## src/rtl/led_bounce_monitor.sv

```systemverilog
// Receive-side checker for the bouncing one-hot LED shifter: decodes position, direction, bounce count.
// Define LED_MON_STALL_TIMEOUT_EN to fault on more than STALL_MAX consecutive repeats while in TRACK.
module led_bounce_monitor #(
    parameter int unsigned WIDTH     = 8,
    parameter int unsigned POS_W     = 3,
    parameter int unsigned CNT_W     = 8,
    parameter int unsigned STALL_MAX = 4
) (
    input  logic             clk,
    input  logic             reset,
    input  logic             sample_en,
    input  logic [WIDTH-1:0] led_in,
    input  logic             err_clr,
    output logic [POS_W-1:0] pos,
    output logic             pos_valid,
    output logic             dir,
    output logic             locked,
    output logic [CNT_W-1:0] bounce_cnt,
    output logic             err_pulse,
    output logic             err_sticky
);

    if (WIDTH < 3) begin : g_chk_width
        $error("led_bounce_monitor: WIDTH must be at least 3");
    end
    if (POS_W != $clog2(WIDTH)) begin : g_chk_pos_w
        $error("led_bounce_monitor: POS_W must equal clog2(WIDTH)");
    end
    if (STALL_MAX < 1) begin : g_chk_stall
        $error("led_bounce_monitor: STALL_MAX must be at least 1");
    end

    typedef enum logic [1:0] {
        IDLE    = 2'd0,
        ACQUIRE = 2'd1,
        TRACK   = 2'd2,
        FAULT   = 2'd3
    } state_t;

    localparam logic [POS_W-1:0] LAST_IDX = POS_W'(WIDTH - 1);

    state_t           state_q, state_d;
    logic [POS_W-1:0] pos_q, pos_d;
    logic             dir_q, dir_d;
    logic [CNT_W-1:0] bounce_q, bounce_d;
    logic             err_pulse_q, err_sticky_q, err_sticky_d;

    logic             is_zero, is_onehot;
    logic [POS_W-1:0] p;
    logic [POS_W:0]   p_ext, pos_ext;
    logic             step_up, step_dn, same_p;
    logic             err, advance;

`ifdef LED_MON_STALL_TIMEOUT_EN
    localparam int unsigned STALL_W = $clog2(STALL_MAX + 1);
    logic [STALL_W-1:0] stall_q, stall_d;
`endif

    // Sample classification and index of the set bit.
    always_comb begin
        is_zero   = (led_in == '0);
        is_onehot = !is_zero && ((led_in & (led_in - WIDTH'(1))) == '0);
        p         = '0;
        for (int unsigned i = 0; i < WIDTH; i++) begin
            if (led_in[i]) p = POS_W'(i);
        end
    end

    // Neighbour tests in one extra bit so pos+1 at the top and p+1 at the bottom cannot wrap.
    assign p_ext   = {1'b0, p};
    assign pos_ext = {1'b0, pos_q};
    assign step_up = (p_ext == pos_ext + 1'b1);
    assign step_dn = (p_ext + 1'b1 == pos_ext);
    assign same_p  = (p == pos_q);

    always_comb begin
        state_d  = state_q;
        pos_d    = pos_q;
        dir_d    = dir_q;
        bounce_d = bounce_q;
        err      = 1'b0;
        advance  = 1'b0;
`ifdef LED_MON_STALL_TIMEOUT_EN
        stall_d  = sample_en ? '0 : stall_q;
`endif
        if (sample_en) begin
            unique case (state_q)
                IDLE: begin
                    if (is_onehot) begin
                        state_d = ACQUIRE;
                        pos_d   = p;
                    end else if (!is_zero) begin
                        state_d = FAULT;
                        err     = 1'b1;
                    end
                end
                ACQUIRE: begin
                    if (is_zero) begin
                        state_d = IDLE;
                    end else if (is_onehot && same_p) begin
                        state_d = ACQUIRE;
                    end else if (is_onehot && (step_up || step_dn)) begin
                        state_d = TRACK;
                        dir_d   = step_up;
                        pos_d   = p;
                        advance = 1'b1;
                    end else begin
                        state_d = FAULT;
                        err     = 1'b1;
                    end
                end
                TRACK: begin
                    if (is_zero) begin
                        state_d = IDLE;
                    end else if (is_onehot && (dir_q ? step_up : step_dn)) begin
                        pos_d   = p;
                        advance = 1'b1;
                    end else if (is_onehot && same_p) begin
`ifdef LED_MON_STALL_TIMEOUT_EN
                        if (stall_q == STALL_W'(STALL_MAX)) begin
                            state_d = FAULT;
                            err     = 1'b1;
                        end else begin
                            stall_d = stall_q + 1'b1;
                        end
`else
                        state_d = TRACK;
`endif
                    end else begin
                        state_d = FAULT;
                        err     = 1'b1;
                    end
                end
                FAULT: begin
                    if (is_zero) begin
                        state_d = IDLE;
                    end else if (is_onehot) begin
                        state_d = ACQUIRE;
                        pos_d   = p;
                    end else begin
                        err     = 1'b1;
                    end
                end
                default: state_d = IDLE;
            endcase
        end

        // End rule: reaching either end reverses direction and counts one bounce.
        if (advance && (p == '0 || p == LAST_IDX)) begin
            dir_d = (p == '0);
            if (bounce_q != '1) bounce_d = bounce_q + 1'b1;
        end

        if (err) begin
            err_sticky_d = 1'b1;
        end else if (err_clr) begin
            err_sticky_d = 1'b0;
        end else begin
            err_sticky_d = err_sticky_q;
        end
    end

    always_ff @(posedge clk or posedge reset) begin
        if (reset) begin
            state_q      <= IDLE;
            pos_q        <= '0;
            dir_q        <= 1'b0;
            bounce_q     <= '0;
            err_pulse_q  <= 1'b0;
            err_sticky_q <= 1'b0;
        end else begin
            state_q      <= state_d;
            pos_q        <= pos_d;
            dir_q        <= dir_d;
            bounce_q     <= bounce_d;
            err_pulse_q  <= err;
            err_sticky_q <= err_sticky_d;
        end
    end

`ifdef LED_MON_STALL_TIMEOUT_EN
    always_ff @(posedge clk or posedge reset) begin
        if (reset) begin
            stall_q <= '0;
        end else begin
            stall_q <= stall_d;
        end
    end
`endif

    assign pos        = pos_q;
    assign dir        = dir_q;
    assign bounce_cnt = bounce_q;
    assign err_pulse  = err_pulse_q;
    assign err_sticky = err_sticky_q;
    assign pos_valid  = (state_q == ACQUIRE) || (state_q == TRACK);
    assign locked     = (state_q == TRACK);

endmodule
```

## config.mk

```make
export PLATFORM = sky130hd
export DESIGN_NAME = led_bounce_monitor
export DESIGN_NICKNAME = d
export VERILOG_FILES = /design/src/rtl/led_bounce_monitor.sv
export SDC_FILE = /design/constraint.sdc
export NUM_CORES = 1
export LEC_CHECK = 0
export ABC_AREA = 1
export CAP_MARGIN = 20
export CELL_PAD_IN_SITES_DETAIL_PLACEMENT = 1
export CELL_PAD_IN_SITES_GLOBAL_PLACEMENT = 2
export CORE_MARGIN = 2
export CORE_UTILIZATION = 30
export CTS_BUF_LIST = sky130_fd_sc_hd__clkbuf_16
export DETAILED_ROUTE_END_ITERATION = 10
export GPL_ROUTABILITY_DRIVEN = 0
export PLACE_DENSITY = 0.87
export SETUP_SLACK_MARGIN = 0.1
export SYNTH_ARGS = -nofsm -noshare
export SYNTH_HDL_FRONTEND = slang
export SYNTH_SLANG_ARGS = --single-unit
```

## constraint.sdc

```tcl
create_clock -name clk -period 3.6 [get_ports clk]
set_clock_uncertainty 0.05 [all_clocks]
set_input_delay 0.72 -clock clk [delete_from_list [all_inputs] [get_ports clk]]
set_output_delay 0.72 -clock clk [all_outputs]
set_load 0.02 [all_outputs]
```

Word-level counts from Yosys, hierarchy flattened:

Cells that the tools add are included.

* flip-flop bits (word level): 16
* bits of input ports: 12
* word-level logic and storage cells: 105
* output and inout port bits: 16

* $add $sub $neg: 4
* bitwise logic cells: 1
* multiplexer cells: 54
* equality and inequality tests: 19
* reductions and logical operators: 21

Operator list (number)
* $mux 3: 13
* $mux 1: 29
* $logic_not 8->1: 2
* $mux 2: 8
* $pmux 3 s4: 1
* $ne 2x2->1 const B: 5
* $ne 3x3->1 const B: 3
* $add 3x1->4 const B: 2
* $add 8x1->8 const B: 1
* $and 8x8->8: 1
* $ne 8x8->1 const B: 1
* $pmux 2 s4: 1
* $reduce_bool 2->1: 4
* $sub 8x1->8 const B: 1
* $reduce_and 7->1: 1
* $ne 2x1->1 const B: 3
* $logic_and 1x1->1: 5
* $reduce_and 5->1: 1
* $eq 2x2->1 const B: 2
* $eq 3x4->1: 1
* $eq 4x3->1: 1
* $pmux 1 s4: 1
* $reduce_and 4->1: 1
* $eq 3x3->1: 1
* 8 further kinds: 10

Depth between registers and ports, before layout:

Gate-level depths: netlist of run 1.

* word-level depth: 19
* depth in mapped cells: 23
* mapped depth without buffers: 23

Least setup slack after synthesis of run 1:

OpenSTA, ideal clock, no wires.

* path type: input-to-reg
* start: in led_in[2]
* end: reg bounce_q[2], in the netlist bounce_cnt[2]
* arrival: 2.553 ns
* path slack: 0.875 ns
* stages on the path: 22
* cell sequence: inv_1 nand2_1 nand2_1 nand2_1 nand2_1 nand2_1 nand2_1 inv_1 ha_1 inv_1 o21ai_0 a21oi_1 nand2_1 nor2_1 nand3_1 nand2_2 nand3_2 a21oi_4 nand2_2 buf_6 nand2_2 o21ai_2

* word-level cells in the longest chain between the ends: 17
* elaborated cells between the ends (all ways): 33
* classes of those cells: 2 x add/sub; 4 x eq/ne; 14 x mux; 1 x bitwise; 12 x reduce/logical

Ends and longest elaborated chain
* start: declaration: RTL line 12 `input logic [WIDTH-1:0] led_in,`
* $mux 3 * (6 in a row): RTL line 65 `if (led_in[i]) p = POS_W'(i);`
* net p[0]: RTL line 49 `logic [POS_W-1:0] p;`
* $add 3x1->4: RTL line 73 `assign step_dn = (p_ext + 1'b1 == pos_ext);`
* $eq 4x3->1: RTL line 73
* $logic_or 1x1->1: RTL line 102 `end else if (is_onehot && (step_up || step_dn)) begin`
* $logic_and 1x1->1: RTL line 102
* $mux 1: RTL line 102
* $mux 1: RTL line 100 `end else if (is_onehot && same_p) begin`
* $mux 1: RTL line 98 `if (is_zero) begin`
* $pmux 1 s2: RTL line 87 `unique case (state_q)`
* $mux 1: RTL line 86 `if (sample_en) begin`
* $logic_and 1x1->1 *: RTL line 149 `if (advance && (p == '0 || p == LAST_IDX)) begin`
* $reduce_and 2->1 (no line) *
* end signal: assignment: RTL line 175 `bounce_q <= bounce_d;`
* end: declaration: RTL line 45 `logic [CNT_W-1:0] bounce_q, bounce_d;`

Mark *: on every way through the listed nets, which the timed path passes. The rest lies on a longest branch.
A chain may end at the register's enable or synchronous reset.

Final worst setup path of run 1:

* start: in led_in[5]
* end: reg bounce_q[3], in the netlist bounce_cnt[3]

* word-level cells in the longest chain between the ends: 14
* elaborated cells between the ends (all ways): 30
* classes of those cells: 2 x add/sub; 4 x eq/ne; 11 x mux; 1 x bitwise; 12 x reduce/logical

Ends and longest elaborated chain (RTL line)
* $mux 3 * (3 in a row): 65
* net p[0]: 49
* $add 3x1->4: 73
* $eq 4x3->1: 73
* $logic_or 1x1->1: 102
* $logic_and 1x1->1: 102
* $mux 1: 102
* $mux 1: 100
* $mux 1: 98
* $pmux 1 s2: 87
* $mux 1: 86
* $logic_and 1x1->1 *: 149
* $reduce_and 2->1 (no line) *

Marked as above.

==> metrics.csv, run 1 <==
stage;metric;value;unit
logic_synthesis;syn_nets;224;
critical_path;critical path data arrival time;3.29;ns
global_routing;first-pass GRT wire length;6750;um
placed_design;# port buffers;27;
critical_path;CP endpoint kind;flip-flop;
power;Overall Power;1070;uW
clock_tree;Clock Path Buffers;2;
clock_tree;CTS Sinks;16;
floorplan;Ports;28;
logic_synthesis;Mapped Cells;203;
job;Max-Cap Viols;0;
critical_path;Reg2Reg Capture Point;pos[1];
critical_path;worst reg-to-reg path cell count;10;
clock_tree;CTS tree;done;
drt;DR vias;1399;
floorplan;# rows;24;
logic_synthesis;Compound-Gate Fraction of Synth Area;0.129;
power;P_leak;0.000897;uW
floorplan;core area;0.00444;mm^2
drt;drt wl/cell;13.8;um
min_path;Hold Path Class;reg -> reg;
finish;share of layout cells above drive strength 1;0.119;
power;Power Density;580;mW/mm^2
clock_tree;Post-CTS Hold Buffers;0;
sta;FMAX;317;MHz
drt;M1 wire length;1920;um
floorplan;Die Span Y;72.7;um
finish;commonest cells after routing, fill and taps aside;nand2_1 (49), inv_1 (33), clkdlybuf4s50_1 (26), nand3_1 (22), dfrtp_1 (16);
drt;DR WL met2;1910;um
logic_synthesis;xor/xnor share of the synthesized area;0.0433;
critical_path;Worst Path Max Fanout;5;
logic_synthesis;Synth Area in Simple Gates;0.367;
clock_tree;clk_lat worst skew;0.25;ns
logic_synthesis;number of synthesis warnings;0;
drt;1st-iter DRT viols;55;
power;worst-case vdd ir drop;0.289;mV
finish;ant diodes;0;
clock_tree;H-tree Lvls;1;
critical_path;Crit path required time;3.73;ns
finish;most common cell after layout, fill and taps aside;nand2_1;
logic_synthesis;Adder-Cell Fraction of Synth Area;0.0795;
finish;NumNets Final;257;
finish;final core utilization;0.414;
drt;DRT Wirelength;3950;um
critical_path;startpoint types;input pin;
sta;final hold viol count;0;
finish;area grow syn2layout;30.0;%
logic_synthesis;synthesized area per cell;6.98;um^2
sta;endpoints failing setup;0;
critical_path;CP endpoint;bounce_cnt[3];
finish;Non-Filler Instances;287;
placed_design;cell count after placement;283;
sta;setup_tns;0;ns
logic_synthesis;combinational family with the most area after synthesis;simple AND/OR/NAND/NOR gates;
critical_path;R2R Setup Slk;1.49;ns
floorplan;DIE AREA;0.00529;mm^2
drt;ANT nets after route;0;
floorplan;Initial Utilization;0.319;
clock_tree;postcts setup bufs;0;
sta;minimum clock period;3.16;ns
sta;worst slew margin relative to its limit;0.564;
status;run status;complete, no violations;
logic_synthesis;post-synthesis mux area share;0;
clock_tree;Worst-path clk slew;0.05;ns
drt;uppermost routed layer;met4;
global_routing;initial antenna violation count;0;
global_routing;vias in the first global route;1437;
sta;Period Utilization, post-route;0.877;
logic_synthesis;Seq/Total Area, Yosys;0.283;
critical_path;RR Startpoint;pos[1];
clock_tree;CTS root buffer;clkbuf_16;
drt;drt pass-1 iters;5;
logic_synthesis;#FFs+latches synth;16;
drt;vias per inst;4.87;
drt;met3 routed WL;92;um
floorplan;DIE WIDTH;72.7;um
sta;PnR worst setup slack;0.443;ns
clock_tree;Num CTS Buffers;3;
logic_synthesis;mapped cell area;0.00142;mm^2
global_routing;largest net degree at the start of global routing;17;
critical_path;Critical Path Start;led_in[5];
sta;pins over their slew limit;0;
placed_design;hpwl dp;3120;um
logic_synthesis;Synth cell types;27;
sta;RSZ-0062 raised after global routing;false;
global_routing;remaining global-route overflow;0;
finish;fill count;577;
placed_design;Place WS;0.0734;ns
critical_path;kind of critical path;in -> reg;
sta;transition time of the tightest slew-check pin;0.654;ns
drt;drt drc;0;
global_routing;gr usage total;0.164;
## report_power, final
group          internal, uW  switching (uW)
clock                   148            77.1
sequential              220            44.3
combinational           232             346
total                   600             468
## per-stage QoR
stage | cell area [um^2] | hold slack (ns)
after floorplan | 1420 | 0.545
after global placement | 1760 | 0.478
after detailed placement | 1760 | 0.479
after CTS | 1830 | 0.494
after global routing | 1840 | 0.520
final | 1840 | 0.489
## cell families after synthesis
logic type / count (synthesis)
DFF: 16
AOI/OAI and AO/OA: 30
buffers and inverters: 35
and+or+nand+nor: 106
xor gates and xnor gates: 7
adders and majority gates: 9
## how the worst min path moves through the flow
stage	slack (ns)	cells past startpoint	startpoint	to
4_1_cts	0.49	2	bounce_cnt[7]	bounce_cnt[7]
3_3_place_gp	0.48	2	err_sticky	err_sticky
3_5_place_dp	0.48	2	bounce_cnt[7]	bounce_cnt[7]
6_report	0.49	2	bounce_cnt[7]	bounce_cnt[7]
2_1_floorplan	0.54	2	state_q[1]	state_q[1]
5_1_grt	0.52	2	bounce_cnt[1]	bounce_cnt[1]
## state kept, by name, indices dropped and copies added (netlist names)
signal / count
bounce_cnt: 8
dir: 1
err_pulse: 1
err_sticky: 1
pos: 3
state_q: 2
## cell type report
type,instances,area (um^2),share of cell area
Tap cell,52,65.1,0.0353
Multi-Input combinational cell,152,882,0.479
Inverter,34,128,0.0693
Clock buffer,3,75.1,0.0408
Clock inverter,1,3.75,0.00204
Sequential cell,16,400,0.217
Timing Repair Buffer,29,288,0.156
## critical path: stages
cell,delay (ns)
clkdlybuf4s50_1,0.59
inv_1,0.10
nand2_1,0.08
nand2_1,0.07
nand2_1,0.11
inv_1,0.07
ha_1,0.26
inv_1,0.07
o21ai_0,0.07
a21oi_1,0.12
nand2_1,0.06
nor2_1,0.12
nand3_1,0.10
nand2_2,0.10
nand3_2,0.13
a21oi_4,0.19
buf_4,0.16
nand3_1,0.07
nand2_1,0.10
## cell usage after synthesis (all sizes together)
| library cell | number | area [um^2] |
|---|---|---|
| inv | 34 | 128 |
| nor2 | 18 | 85.1 |
| xor2 | 2 | 17.5 |
| o21a | 1 | 7.51 |
| nand2 | 57 | 239 |
| o21ai | 18 | 105 |
| nor3 | 3 | 26.3 |
| o22ai | 1 | 6.26 |
| nand4 | 1 | 12.5 |
| ha | 9 | 113 |
| a21oi | 9 | 56.3 |
| dfrtp | 16 | 400 |
| xnor2 | 5 | 43.8 |
| buf | 1 | 11.3 |
| a22oi | 1 | 7.51 |
| nand3 | 26 | 150 |
| nand3b | 1 | 7.51 |
## timing repair
action | CTS | global route
hold endpoints to repair | 0 | 0
endpoints found under the setup margin | 0 | 12
resized for setup | 0 | 4
## per-layer routing
layer | global-route usage | vias to the layer above
li1 | - | 711
met2 | 0.269 | 19
met5 | 0 | -
met4 | 0.0494 | 0
met3 | 0.0249 | 4
met1 | 0.223 | 665
Power figures use the tool's default switching activity.
==> run 2: changes to the inputs <==
Settings changed: TNS_END_PERCENT set to 100.
==> results of run 2 <==
The final DEF is identical to that of run 1; final timing and power are the same.
==> run 3: changes to the inputs <==
Settings changed: SLEW_MARGIN set to 30.
==> results of run 3 <==
The final DEF is identical to that of run 1; final timing and power are the same.
